--- config.mk ---
export PLATFORM = sky130hd
export DESIGN_NAME = flit_activity_monitor
export DESIGN_NICKNAME = d
export VERILOG_FILES = /design/src/rtl/flit_activity_monitor.sv
export SDC_FILE = /design/constraint.sdc
export NUM_CORES = 1
export LEC_CHECK = 0
export BUFFER_PORTS_ARGS = -buffer_cell sky130_fd_sc_hd__buf_2
export CORE_MARGIN = 2
export CORE_UTILIZATION = 50
export CTS_CLUSTER_SIZE = 40
export DETAILED_ROUTE_END_ITERATION = 10
export PLACE_DENSITY = 0.74
export SLEW_MARGIN = 5
export SYNTH_ARGS = -nofsm -noshare
export SYNTH_HDL_FRONTEND = slang
export SYNTH_SLANG_ARGS = --single-unit
--- constraint.sdc ---
create_clock -name clk -period 5 [get_ports clk]
set_clock_uncertainty 0.2 [all_clocks]
set_input_delay 1 -clock clk [delete_from_list [all_inputs] [get_ports clk]]
set_output_delay 1 -clock clk [all_outputs]
set_load 0.01 [all_outputs]
--- src/rtl/flit_activity_monitor.sv ---
// Groups adder-output flits into idle-delimited packets and reports
// per-packet flit count and bit-toggle activity over a valid/ready port.
module flit_activity_monitor #(
    parameter int N        = 12,
    parameter int FLIT_W   = 8,
    parameter int TOG_W    = 16,
    parameter int IDLE_GAP = 3,
    parameter int PKT_W    = 16
) (
    input  logic              clk,
    input  logic              rst_n,
    input  logic              in_valid,
    input  logic [N-1:0]      in_data,
    output logic              rep_valid,
    input  logic              rep_ready,
    output logic [FLIT_W-1:0] rep_flits,
    output logic [TOG_W-1:0]  rep_toggles,
    output logic              rep_overrun,
    output logic [PKT_W-1:0]  total_pkts
);

    localparam int GAP_W = $clog2(IDLE_GAP + 1);
    localparam logic [GAP_W-1:0]  GAP_ONE  = GAP_W'(1);
    localparam logic [GAP_W-1:0]  GAP_LAST = GAP_W'(IDLE_GAP);
    localparam logic [FLIT_W-1:0] CNT_ONE  = FLIT_W'(1);
    localparam logic [PKT_W-1:0]  PKT_ONE  = PKT_W'(1);

    typedef enum logic [1:0] {
        IDLE,
        RECV,
        GAP
    } state_t;

    state_t            state_q, state_d;
    logic [GAP_W-1:0]  gap_q, gap_d, gap_nxt;
    logic [FLIT_W-1:0] cnt_q, cnt_d, cnt_inc;
    logic [TOG_W-1:0]  tog_q, tog_d, tog_inc, tog_first;
    logic [N-1:0]      prev_q, prev_d;
    logic [TOG_W:0]    pc, tog_sum;
    logic              close, load, drop;

    function automatic logic [TOG_W:0] popcnt(input logic [N-1:0] d);
        logic [TOG_W:0] c;
        c = '0;
        for (int i = 0; i < N; i++) begin
            c = c + {{TOG_W{1'b0}}, d[i]};
        end
        return c;
    endfunction

    // Saturating activity arithmetic for the flit being sampled
    always_comb begin
        pc        = popcnt(in_data ^ prev_q);
        tog_sum   = {1'b0, tog_q} + pc;
        tog_inc   = tog_sum[TOG_W] ? '1 : tog_sum[TOG_W-1:0];
        tog_first = pc[TOG_W] ? '1 : pc[TOG_W-1:0];
        cnt_inc   = (&cnt_q) ? cnt_q : cnt_q + CNT_ONE;
        gap_nxt   = gap_q + GAP_ONE;
    end

    // Packet framing: next state, counters and the closing strobe
    always_comb begin
        state_d = state_q;
        gap_d   = gap_q;
        cnt_d   = cnt_q;
        tog_d   = tog_q;
        prev_d  = prev_q;
        close   = 1'b0;
        unique case (state_q)
            IDLE: begin
                if (in_valid) begin
                    state_d = RECV;
                    cnt_d   = CNT_ONE;
                    tog_d   = tog_first;
                    prev_d  = in_data;
                    gap_d   = '0;
                end
            end
            RECV: begin
                if (in_valid) begin
                    cnt_d  = cnt_inc;
                    tog_d  = tog_inc;
                    prev_d = in_data;
                end else if (IDLE_GAP == 1) begin
                    close   = 1'b1;
                    state_d = IDLE;
                    cnt_d   = '0;
                    tog_d   = '0;
                end else begin
                    state_d = GAP;
                    gap_d   = GAP_ONE;
                end
            end
            GAP: begin
                if (in_valid) begin
                    state_d = RECV;
                    gap_d   = '0;
                    cnt_d   = cnt_inc;
                    tog_d   = tog_inc;
                    prev_d  = in_data;
                end else if (gap_nxt == GAP_LAST) begin
                    close   = 1'b1;
                    state_d = IDLE;
                    gap_d   = '0;
                    cnt_d   = '0;
                    tog_d   = '0;
                end else begin
                    gap_d = gap_nxt;
                end
            end
            default: state_d = IDLE;
        endcase
    end

    // Framing state and per-packet accumulators
    always_ff @(posedge clk or negedge rst_n) begin
        if (!rst_n) begin
            state_q <= IDLE;
            gap_q   <= '0;
            cnt_q   <= '0;
            tog_q   <= '0;
            prev_q  <= '0;
        end else begin
            state_q <= state_d;
            gap_q   <= gap_d;
            cnt_q   <= cnt_d;
            tog_q   <= tog_d;
            prev_q  <= prev_d;
        end
    end

    assign load = close & (~rep_valid | rep_ready);
    assign drop = close & rep_valid & ~rep_ready;

    // Report register, handshake, overrun flag and packet counter
    always_ff @(posedge clk or negedge rst_n) begin
        if (!rst_n) begin
            rep_valid   <= 1'b0;
            rep_flits   <= '0;
            rep_toggles <= '0;
            rep_overrun <= 1'b0;
            total_pkts  <= '0;
        end else begin
            if (close) begin
                total_pkts <= total_pkts + PKT_ONE;
            end
            if (load) begin
                rep_valid   <= 1'b1;
                rep_flits   <= cnt_q;
                rep_toggles <= tog_q;
            end else if (rep_ready) begin
                rep_valid <= 1'b0;
            end
            if (drop) begin
                rep_overrun <= 1'b1;
            end
        end
    end

endmodule

# Word-level counts from Yosys, hierarchy flattened
# Cells that the tools add are included.
[totals]
in_bits = 16
regBits = 82
[op_classes]
n_eq_ne = 7
muxes = 28
bitwise_logic = 7
reduce_logical = 9
addsub = 15
[op_table]
columns = ["op", "n"]
rows = [
  ["$mux W16", 6],
  ["$pmux W16 S3", 1],
  ["$mux W8", 5],
  ["$pmux W8 S3", 1],
  ["$add A16 B12 Y17", 1],
  ["$add A16 B1 Y16 const B", 1],
  ["$mux W2", 8],
  ["$add A11 B1 Y12", 1],
  ["$pmux W2 S3", 2],
  ["$xor A12 B12 Y12", 1],
  ["$add A10 B1 Y11", 1],
  ["$add A9 B1 Y10", 1],
  ["$add A8 B1 Y9", 1],
  ["$add A7 B1 Y8", 1],
  ["$add A8 B1 Y8 const B", 1],
  ["$reduce_and A8 Y1", 1],
  ["$add A6 B1 Y7", 1],
  ["$add A5 B1 Y6", 1],
  ["$ne A2 B2 Y1 const B", 3],
  ["$reduce_and A3 Y1", 2],
  ["$add A4 B1 Y5", 1],
  ["$mux W1", 5],
  ["$add A3 B1 Y4", 1],
  ["$eq A2 B2 Y1 const B", 2],
  ["other kinds (14)", 17],
]

# Longest topological paths before layout
[depth]
depth_word = 16
depth_mapped = 19
depth_no_buf = 18

# Worst setup path before layout
# Ideal clock, no wire load.
[synth_path]
path_type = "in2reg"
start = "input in_data[0]"
end = "register tog_q[6]"
setup_time_ps = 134
path_stages = 18
setup_slack_ps = -757
t_arrival_ps = 5422
cell_sequence = "xnor2_1 -> fa_1 -> inv_1 -> fa_1 -> inv_1 -> fa_1 -> fa_1 -> inv_1 -> ha_1 -> inv_1 -> fa_1 -> fa_1 -> nor2b_1 -> o31a_1 -> clkbuf_1 -> a31oi_1 -> o21ai_0 -> o41ai_1"
[synth_via]
elab_chain_cells = 16
word_cells_on_any_way = 19
[synth_rtl]
columns = ["item", "line_no", "rtl"]
rows = [
  ["start, declared", "13", "input logic [N-1:0] in_data,"],
  ["$xor A12 B12 Y12 (*)", "53", "pc = popcnt(in_data ^ prev_q);"],
  ["$add A1 B1 Y2 (*)", "46", "c = c + {{TOG_W{1'b0}}, d[i]};"],
  ["$add A2 B1 Y3 (*)", "46", ""],
  ["$add A3 B1 Y4 (*)", "46", ""],
  ["$add A4 B1 Y5 (*)", "46", ""],
  ["$add A5 B1 Y6 (*)", "46", ""],
  ["$add A6 B1 Y7 (*)", "46", ""],
  ["$add A7 B1 Y8 (*)", "46", ""],
  ["$add A8 B1 Y9 (*)", "46", ""],
  ["$add A9 B1 Y10 (*)", "46", ""],
  ["$add A10 B1 Y11 (*)", "46", ""],
  ["$add A11 B1 Y12 (*)", "46", ""],
  ["$add A16 B12 Y17", "54", "tog_sum = {1'b0, tog_q} + pc;"],
  ["$mux W16", "55", "tog_inc = tog_sum[TOG_W] ? '1 : tog_sum[TOG_W-1:0];"],
  ["$mux W16, on equally long branches", "95, 80", ""],
  ["$pmux W16 S3 (*)", "69", "unique case (state_q)"],
  ["end signal, assigned", "127", "tog_q <= tog_d;"],
  ["end, declared", "37", "logic [TOG_W-1:0] tog_q, tog_d, tog_inc, tog_first;"],
]
# Mark *: on every way between the ends. The rest lies on a longest branch, timed or not. The select of a mux whose other input is x is not followed.
# A chain may end at the register's enable or synchronous reset.

# Worst setup path after layout
[layout_path]
start = "input in_data[5]"
end = "register tog_q[14]"
[layout_via]
elab_chain_cells = 12
word_cells_on_any_way = 13
[layout_rtl]
columns = ["item", "line_no"]
rows = [
  ["$xor A12 B12 Y12 (*)", "53"],
  ["$add A5 B1 Y6 (*)", "46"],
  ["$add A6 B1 Y7 (*)", "46"],
  ["$add A7 B1 Y8 (*)", "46"],
  ["$add A8 B1 Y9 (*)", "46"],
  ["$add A9 B1 Y10 (*)", "46"],
  ["$add A10 B1 Y11 (*)", "46"],
  ["$add A11 B1 Y12 (*)", "46"],
  ["$add A16 B12 Y17 (*)", "54"],
  ["$mux W16 (*)", "55"],
  ["$mux W16, on equally long branches", "95, 80"],
  ["$pmux W16 S3 (*)", "69"],
]
# Marked as above.

==> out/results.tsv <==
stage	metric	value	unit
synth	synthesized instance count	383	
detailed_routing	post-DR vias/cell	5.54	
min_path	Tightest Hold Check Type	reg -> reg	
die	# IOs	58	
synth	Unique masters post-synth	51	
global_routing	first-pass GRT wire length	15300	µm
run_status	failing checks	setup timing	
global_routing	vias in the first global route	3236	
die	core area	8260	µm²
clock_tree	# clock sinks	82	
synth	syn avg cell area	11.2	µm²
setup_path	CP Launch Type	primary input	
run_status	status	finished, violations left	
setup_path	R2R Setup Slk	-0.11	ns
layout	share of cells above drive strength 1	35.9	%
synth	Yosys warnings	0	
setup_path	CP Class	in -> reg	
die	die area	9360	µm²
clock_tree	CTS tree	built	
detailed_routing	DRC	0	
die	die width	96.7	µm
min_path	HP Start	rep_overrun	
placed_design	placed cells	549	
clock_tree	clk buf depth	2	
min_path	Hold EP	rep_overrun	
synth	sequential area share after synthesis	47.7	%
clock_tree	Hold Buf Count CTS	0	
setup_path	worst endpoint required time	5.04	ns
detailed_routing	WL per Instance	15.4	µm
setup_path	Slowest cell on crit path	fa_1	
synth	post-synthesis sequential element count	82	
global_routing	gr usage total	19.7	%
setup_path	critical path fanouts, max	6	
die	row count	33	
detailed_routing	DR pass1 iterations	4	
sta	worst slew pin tran	1.12	ns
die	Starting Density	52.1	%
layout	fin cells	567	
layout	# diodes	0	
setup_path	Critical Path End Type	flip-flop	
clock_tree	CTS buffer count	9	
synth	Async S/R FF share, synth	100	%
sta	min Tclk post-route	5.39	ns
global_routing	initial antenna violation count	0	
min_path	WHS Path Cells	1	
placed_design	DP Worst Slack	-0.960	ns
placed_design	dpl cell area	4840	µm²
placed_design	post-DP HPWL	5970	µm
detailed_routing	via count	3140	
die	die height	96.7	µm
layout	Final nets	498	
placed_design	global placement routability congestion	0.847	
synth	ys flop type	dfrtp_1	
setup_path	reg2reg end	tog_q[14]	
global_routing	gr ovfl total	0	
layout	Finished Cell Area	5150	µm²
detailed_routing	ANT nets after route	0	
setup_path	worst-path cell chain	buf_6 -> xor2_2 -> fa_1 -> fa_1 -> inv_2 -> fa_1 -> fa_1 -> inv_1 -> ha_2 -> inv_2 -> fa_2 -> fa_2 -> nor2b_4 -> o31a_1 -> buf_6 -> nand4b_1 -> a21oi_2 -> nor2_2	
sta	final hold viol count	0	
placed_design	Buffers on Ports	57	
detailed_routing	Routed WL	8740	µm
clock_tree	Worst-Skew Late Latency	0.35	ns
synth	Post-Syn Area	4300	µm²
setup_path	worst r2r path cells	18	
sta	final setup margin	-0.395	ns
setup_path	CP most frequent cell	fa_1	
run	max_cap viols	0	
clock_tree	Root Buffer	clkbuf_8	
synth	EDFF count, synth	0	
clock_tree	Reg clk slew, reported paths	0.08	ns
detailed_routing	1st-iter DRT viols	174	
layout	Final Core Density	62.4	%
sta	Slew Viols, Final	0	
setup_path	Reg-to-Reg Start	prev_q[3]	
sta	Fmax	0.185	GHz
setup_path	WP data arrival	5.43	ns
sta	final worst path period share	108	%
clock_tree	H-tree Lvls	3	
global_routing	largest net degree at the start of global routing	83	
setup_path	slowest stage delay, CP	0.57	ns
layout	Area growth syn-to-layout	19.8	%
sta	max_slew headroom	25.0	%
sta	RSZ-0062 raised after global routing	yes	
sta	Final setup viols	16	
synth	Syn Nets	421	
[cells by family after synthesis]
group                    count (synthesis)  share of synthesized area, %
buffers and inverters                   36                          3.61
AND/OR/NAND/NOR                         94                          12.4
multiplexers                            38                          9.95
adder cells (fa/ha/maj)                 22                          7.80
XOR/XNOR                                30                          6.11
AO/OA/AOI/OAI                           81                          12.4
flip-flops                              82                          47.7
[sequential cells by signal (all words and copies together), names as in the netlist]
register and flops:
rep_toggles 16, tog_q 16, total_pkts 16, prev_q 12, cnt_q 8, rep_flits 8
gap_q 2, state_q 2, rep_overrun 1, rep_valid 1
[worst max-delay path by stage]
stage | slack (ns) | startpoint | to | depth (start not counted)
after global routing | -0.55 | in_data[5] | tog_q[5] | 17
after global placement | -0.84 | in_data[3] | tog_q[2] | 20
after CTS | -0.38 | in_data[5] | tog_q[14] | 18
final | -0.39 | in_data[5] | tog_q[14] | 18
after detailed placement | -0.96 | in_data[9] | tog_q[2] | 19
after floorplan | -0.54 | in_data[9] | tog_q[13] | 18
[stage by stage]
stage	setup TNS (ns)	hold slack, ns
after floorplan	-6.29	0.279
after global placement	-11.75	0.248
after detailed placement	-13.35	0.252
after CTS	-4.79	0.268
after global routing	-7.53	0.292
final	-4.77	0.262
[timing repair]
item,in CTS,in global routing
buffers inserted,3,2
gates resized for setup,14,14
endpoints found under the setup margin,16,16
pin swaps,26,6
[cell usage after synthesis, drive strengths merged (5+ instances only)]
cell | n | share of area (%)
dfrtp | 82 | 48
mux2 | 38 | 10
inv | 23 | 2.0
nor2 | 21 | 1.9
o21ai | 20 | 2.3
a21oi | 19 | 2.2
nand2 | 18 | 1.6
xnor2 | 17 | 3.5
ha | 14 | 4.1
xor2 | 13 | 2.6
nand3 | 12 | 1.4
a31oi | 9 | 1.3
fa | 8 | 3.7
nand4 | 8 | 1.7
clkbuf | 7 | 0.61
nor3 | 7 | 1.3
a41oi | 6 | 1.2
buf | 6 | 0.99
nand2b | 6 | 0.87
and3 | 5 | 0.73
[placed cells by master, fill, tap and decap left out, types with 4 or more instances in the layout]
cell type   n
mux2_2     38
nor3_2      4
buf_4      21
xnor2_1    14
buf_2      52
a21oi_1    17
nor2_1     18
fa_1        6
nand4_1     6
o211ai_1    4
o21ai_1     7
clkbuf_8    9
nand2b_1    6
nand2_1    18
inv_1      21
xor2_1     10
a31oi_1     9
buf_6       6
ha_1       12
o21ai_0    12
dfrtp_1    82
and3_1      5
nand3_1    12
[worst max-delay path: cells and delay by family]
kind                       cells  cell delay [ns]
xor gates and xnor gates       1             0.15
buffers and inverters          5             0.40
adders and majority gates      7             3.06
AOI/OAI and AO/OA              2             0.50
and+or+nand+nor                3             0.31
[area by class of cell]
class / instances / area (µm²)
clock inverter: 4 / 22.5
fill: 671 / 3110
timing repair buffer: 79 / 485
sequential: 82 / 2050
inverter: 23 / 86.3
multi-input combinational: 265 / 2250
tap: 105 / 131
clock buffer: 9 / 124
[routing by layer]
metal,vias to the layer above,global-route usage (%),wire length (µm)
met5,-,0,0
met4,0,6.18,65
met3,6,4.12,369
met2,66,32.3,4270
met1,1551,26.4,4030
li1,1517,-,-
Power is not shown: default switching activity piles up to over one toggle a cycle in this logic, so the estimate is an artifact.
